[config.mk]
export PLATFORM = sky130hd
export DESIGN_NAME = tl_bus_arbiter
export DESIGN_NICKNAME = d
export VERILOG_FILES = /design/src/rtl/tl_bus_arbiter.sv
export SDC_FILE = /design/constraint.sdc
export NUM_CORES = 1
export LEC_CHECK = 0
export ABC_AREA = 1
export CAP_MARGIN = 20
export CORE_UTILIZATION = 30
export CTS_CLUSTER_DIAMETER = 80
export CTS_CLUSTER_SIZE = 14
export DETAILED_ROUTE_END_ITERATION = 8
export HOLD_SLACK_MARGIN = 0.03
export PLACE_DENSITY = 0.73
export SLEW_MARGIN = 20
export SYNTH_ARGS = -nofsm -noshare
export SYNTH_HDL_FRONTEND = slang
export SYNTH_SLANG_ARGS = --single-unit
[constraint.sdc]
create_clock -name clock -period 1.3 [get_ports clock]
set_input_delay 0.26 -clock clock [delete_from_list [all_inputs] [get_ports clock]]
set_output_delay 0.26 -clock clock [all_outputs]
set_load 0.005 [all_outputs]
[src/rtl/tl_bus_arbiter.sv]
`timescale 1ns/1ps
// Two-master, single-outstanding TileLink-style A/D channel arbiter.
// Round-robin grant, one buffered A beat, D responses routed back by source.
module tl_bus_arbiter (
    input  logic        clock,
    input  logic        reset,
    input  logic        io_in_0_valid,
    output logic        io_in_0_ready,
    input  logic [31:0] io_in_0_bits_address,
    input  logic        io_in_1_valid,
    output logic        io_in_1_ready,
    input  logic [2:0]  io_in_1_bits_opcode,
    input  logic [31:0] io_in_1_bits_address,
    input  logic [3:0]  io_in_1_bits_mask,
    input  logic [31:0] io_in_1_bits_data,
    output logic        io_out_valid,
    input  logic        io_out_ready,
    output logic [2:0]  io_out_bits_opcode,
    output logic        io_out_bits_source,
    output logic [31:0] io_out_bits_address,
    output logic [3:0]  io_out_bits_mask,
    output logic [31:0] io_out_bits_data,
    input  logic        io_d_valid,
    output logic        io_d_ready,
    input  logic [2:0]  io_d_bits_opcode,
    input  logic        io_d_bits_source,
    input  logic [31:0] io_d_bits_data,
    output logic        io_resp_0_valid,
    input  logic        io_resp_0_ready,
    output logic [31:0] io_resp_0_bits_data,
    output logic        io_resp_1_valid,
    input  logic        io_resp_1_ready,
    output logic [2:0]  io_resp_1_bits_opcode,
    output logic [31:0] io_resp_1_bits_data,
    output logic        io_choseOH_0,
    output logic        io_choseOH_1,
    output logic        io_err
);

    typedef enum logic [1:0] {
        IDLE   = 2'd0,
        A_SEND = 2'd1,
        D_WAIT = 2'd2
    } state_t;

    localparam logic [2:0] OP_GET = 3'd4;

    state_t      state, state_nxt;
    logic        last, last_nxt;
    logic [1:0]  grant, grant_nxt;
    logic [2:0]  a_opcode, a_opcode_nxt;
    logic        a_source, a_source_nxt;
    logic [31:0] a_address, a_address_nxt;
    logic [3:0]  a_mask, a_mask_nxt;
    logic [31:0] a_data, a_data_nxt;
    logic        err, err_nxt;
    logic        rst_hold;   // high for the first cycle after reset; blocks accepts
    logic        pick_1;

    // State, round-robin pointer, grant, A buffer and sticky error register
    always_ff @(posedge clock) begin
        if (reset) begin
            state     <= IDLE;
            last      <= 1'b1;
            grant     <= '0;
            a_opcode  <= '0;
            a_source  <= 1'b0;
            a_address <= '0;
            a_mask    <= '0;
            a_data    <= '0;
            err       <= 1'b0;
            rst_hold  <= 1'b1;
        end else begin
            state     <= state_nxt;
            last      <= last_nxt;
            grant     <= grant_nxt;
            a_opcode  <= a_opcode_nxt;
            a_source  <= a_source_nxt;
            a_address <= a_address_nxt;
            a_mask    <= a_mask_nxt;
            a_data    <= a_data_nxt;
            err       <= err_nxt;
            rst_hold  <= 1'b0;
        end
    end

    // Next-state, arbitration, handshakes and D-channel routing
    always_comb begin
        state_nxt       = state;
        last_nxt        = last;
        grant_nxt       = grant;
        a_opcode_nxt    = a_opcode;
        a_source_nxt    = a_source;
        a_address_nxt   = a_address;
        a_mask_nxt      = a_mask;
        a_data_nxt      = a_data;
        err_nxt         = err;
        io_in_0_ready   = 1'b0;
        io_in_1_ready   = 1'b0;
        io_out_valid    = 1'b0;
        io_d_ready      = 1'b0;
        io_resp_0_valid = 1'b0;
        io_resp_1_valid = 1'b0;

        // On a tie the port that did not win last time goes next
        if (io_in_0_valid && io_in_1_valid) pick_1 = ~last;
        else                                pick_1 = io_in_1_valid;

        case (state)
            IDLE: begin
                io_d_ready = 1'b1;
                if (io_d_valid) err_nxt = 1'b1;
                if (!rst_hold && (io_in_0_valid || io_in_1_valid)) begin
                    last_nxt  = pick_1;
                    state_nxt = A_SEND;
                    if (pick_1) begin
                        io_in_1_ready = 1'b1;
                        grant_nxt     = 2'b10;
                        a_opcode_nxt  = io_in_1_bits_opcode;
                        a_source_nxt  = 1'b1;
                        a_address_nxt = io_in_1_bits_address;
                        a_mask_nxt    = io_in_1_bits_mask;
                        a_data_nxt    = io_in_1_bits_data;
                    end else begin
                        io_in_0_ready = 1'b1;
                        grant_nxt     = 2'b01;
                        a_opcode_nxt  = OP_GET;
                        a_source_nxt  = 1'b0;
                        a_address_nxt = io_in_0_bits_address;
                        a_mask_nxt    = 4'hF;
                        a_data_nxt    = '0;
                    end
                end
            end
            A_SEND: begin
                io_out_valid = 1'b1;
                io_d_ready   = 1'b1;
                if (io_d_valid) err_nxt = 1'b1;
                if (io_out_ready) state_nxt = D_WAIT;
            end
            D_WAIT: begin
                if (io_d_bits_source == grant[1]) begin
                    io_d_ready      = io_d_bits_source ? io_resp_1_ready : io_resp_0_ready;
                    io_resp_0_valid = io_d_valid & ~io_d_bits_source & grant[0];
                    io_resp_1_valid = io_d_valid &  io_d_bits_source & grant[1];
                    if (io_d_valid && io_d_ready) begin
                        state_nxt = IDLE;
                        grant_nxt = '0;
                    end
                end else begin
                    // Beat for a master that has nothing outstanding: swallow it
                    io_d_ready = 1'b1;
                    if (io_d_valid) err_nxt = 1'b1;
                end
            end
            default: state_nxt = IDLE;
        endcase

        // While reset is held the handshakes look like IDLE regardless of state
        if (reset) begin
            io_in_0_ready   = 1'b0;
            io_in_1_ready   = 1'b0;
            io_out_valid    = 1'b0;
            io_resp_0_valid = 1'b0;
            io_resp_1_valid = 1'b0;
            io_d_ready      = 1'b1;
        end
    end

    assign io_out_bits_opcode    = a_opcode;
    assign io_out_bits_source    = a_source;
    assign io_out_bits_address   = a_address;
    assign io_out_bits_mask      = a_mask;
    assign io_out_bits_data      = a_data;
    assign io_resp_0_bits_data   = io_d_bits_data;
    assign io_resp_1_bits_opcode = io_d_bits_opcode;
    assign io_resp_1_bits_data   = io_d_bits_data;
    assign io_choseOH_0          = grant[0];
    assign io_choseOH_1          = grant[1];
    assign io_err                = err;

endmodule
==> impl_metrics.toml <==
[drt]
post-route-drc-count = 0
vias_per_cell = 4.33
initialDrtViolationCount = 135
vias = 3736
avgRoutedWirePerCell_um = 12.9
pre_antenna_drt_iters = 4
route.antenna.remaining_nets = 0
route.final.wire_length_um = 11100

[worst_setup_path]
worstSetupPathType = "register to output port"
kind_of_end_point_of_the_critical_path = "output port"
timing.critical_path.required_ps = 1040
worst_r2r_path_depth = 9
worstPathMaxFanout = 3
crit_arrival_ps = 1330
startpoint_type = "register"

[final_layout]
n_antenna_cell = 0
mostFrequentLayoutCell = "sky130_fd_sc_hd__nand2_1"
area_growth_pct = 55.3
post_layout_nonfiller_instances = 863
drive_above_1_share_pct = 12.5
final_nets = 837
leading_cell_types_in_the_layout_fill_and_taps_excluded = "sky130_fd_sc_hd__nand2_1 (251), sky130_fd_sc_hd__clkdlybuf4s50_1 (107), sky130_fd_sc_hd__dlygate4sd2_1 (76), sky130_fd_sc_hd__dfxtp_1 (72), sky130_fd_sc_hd__nand3_1 (39)"
final_core_density_pct = 48.3

[clock_network]
clock-root-buffer = "sky130_fd_sc_hd__clkbuf_16"
cts-htree-levels = 3
tritoncts = "done"
cts_made_buffers = 9
skew_pair_late_insertion_delay_ps = 340
cts.reportedPaths.clkPinSlew_ps = 60
clock_sinks = 79
clockBufferDepth = 2

[sta]
maxClockFrequency_mhz = 629
timing.hold.ws_ps = 230
grt_setup_unrepaired = "true"
relSlewSlack_pct = 69.0
final_worst_setup_slack_ps = -290
skew_ps = 7.51
report.final.hold_viol_count = 0
shortest_clock_period_the_worst_path_allows_after_layout_ps = 1590
final_max_slew_viol_count = 0
fin_crit_sh_pct = 122
finalSetupViolCount = 76
worst_slew_pin_slew_ps = 466

[hold_path]
whs_path_depth = 2
min-delay-path-class = "input pin to register"

[synthesis]
synthesis_stage_register_bit_count = 79
syn_inst = 544
synth_area_leaders = "sky130_fd_sc_hd__dfxtp_1 (42%), sky130_fd_sc_hd__nand2_1 (25%), sky130_fd_sc_hd__buf_4 (14%)"
synth_top_area_share_pct = 41.8
synthDistinctLibCells = 21
synth.cell_area_um2 = 3780
synth.net_count = 691
syn_area_per_cell_um2 = 6.95
yosysWarnings = 0
synthDominantAreaCellType = "sky130_fd_sc_hd__dfxtp_1"
synth.yosys.seq_area_share_pct = 41.8

[power_and_ir_drop]
max-vdd-ir-drop_v = 0.000714
power_per_cell_area_nw_per_um2 = 1180
static-leakage-power_nw = 2.96
post-layout-total-power_mw = 6.92

[job]
maxCapViolations = 0

[die]
row_count = 40
floorplan.core_area_um2 = 12200
ios = 295
die_h_um = 114
dieArea_um2 = 13100
die_w_um = 114
initial_utilization_pct = 31.1

[global_routing]
grt-ovfl-total = 0
globalRouteTotalUtil_pct = 17.5
global_route_wire_length_before_repair_um = 17500
first_global_vias = 3632
grt_start_max_net_pins = 43
antenna_violations_before_repair = 0

[placed_design]
gp_congestion = 0.776
placement.io_buffers = 192
post_placement_cell_count = 840
dp_hpwl_um = 7920

[status]
status = "finished with violations"
failed_checks = "negative setup slack"
## cell type report
cell class                 instances  area, um2
clock buffer                      10        239
timing repair buffer             231       2140
tap                              168        210
inverter                          12       47.5
clock inverter                     6        100
multi-input combinational        357       1550
fill                            1226       6290
sequential                        79       1600
## per-layer routing
layer	part of all wire, %	vias up	global-route usage (%)
li1	-	1920	-
met1	41	1619	18.6
met2	46	163	30.0
met3	9.8	34	7.09
met4	3.0	0	8.92
met5	0	-	0
## path summary, 6_finish.rpt
kind | startpoint | end | slack, ps
worst min-delay path | reset | rst_hold$_DFF_P_ | 230
worst min register to register | io_out_bits_address[14]$_SDFFE_PP0P_ | io_out_bits_address[14]$_SDFFE_PP0P_ | 460
worst max-delay path | state[1]$_SDFFE_PP0P_ | io_in_1_ready | -290
worst max register to register | state[1]$_SDFFE_PP0P_ | io_out_bits_data[17]$_SDFFE_PP0P_ | -190
## critical path, stage by stage (launching register included)
cell and delay (ps):
sky130_fd_sc_hd__dfxtp_4 350, sky130_fd_sc_hd__nor2_4 110, sky130_fd_sc_hd__inv_2 60, sky130_fd_sc_hd__nor2_4 100
sky130_fd_sc_hd__buf_6 120, sky130_fd_sc_hd__nand2_4 60, sky130_fd_sc_hd__nor2_8 100, sky130_fd_sc_hd__buf_6 100
## cells in the mapped netlist
master and count:
sky130_fd_sc_hd__nand2_1 253, sky130_fd_sc_hd__dfxtp_1 79, sky130_fd_sc_hd__buf_4 70, sky130_fd_sc_hd__nand3_1 41, sky130_fd_sc_hd__a21oi_1 35, sky130_fd_sc_hd__nor2_1 14
sky130_fd_sc_hd__buf_2 11, sky130_fd_sc_hd__clkbuf_1 11, sky130_fd_sc_hd__inv_1 9, sky130_fd_sc_hd__o21ai_0 5, sky130_fd_sc_hd__buf_6 4, sky130_fd_sc_hd__inv_2 2
sky130_fd_sc_hd__nor4_1 2, sky130_fd_sc_hd__clkinv_1 1, sky130_fd_sc_hd__nand2_4 1, sky130_fd_sc_hd__nand3b_1 1, sky130_fd_sc_hd__nor2_2 1, sky130_fd_sc_hd__nor2_4 1
sky130_fd_sc_hd__nor2_8 1, sky130_fd_sc_hd__nor3_1 1, sky130_fd_sc_hd__o21bai_1 1
## power by group
part	internal [mW]	switching, mW
logic	0.764	0.630
clock network	1.77	1.10
registers	2.58	0.0734
## timing repair
action                                 CTS  global route
endpoints found under the hold margin    0             0
pin swaps                                7             4
setup endpoints to repair              156            83
setup buffers                            7             1
gates resized for setup                125             7
hold buffers                             0             0
## metrics by stage
step	area [um2]	setup WS [ps]	setup TNS (ps)
detailed placement	5540	-784	-52750
finish	5880	-290	-10780
global route	5880	-361	-19780
floorplan	3810	12.4	0
CTS	5860	-316	-16860
global placement	5540	-781	-51590
## logic make-up after synthesis
family                 Yosys count  synth area share (%)
AND/OR/NAND/NOR                316                  33.9
buffers and inverters          108                  18.8
flip-flops                      79                  41.8
AO/OA/AOI/OAI                   41                  5.49
## registers in the layout, summed over array words and instances (netlist names)
| register | count |
|---|---|
| io_out_bits_data | 32 |
| state | 2 |
| rst_hold | 1 |
| io_out_bits_source | 1 |
| io_out_bits_opcode | 3 |
| io_out_bits_address | 32 |
| grant | 2 |
| io_err | 1 |
| io_out_bits_mask | 4 |
| last | 1 |
Note: power is estimated with default switching activity, not from simulation.
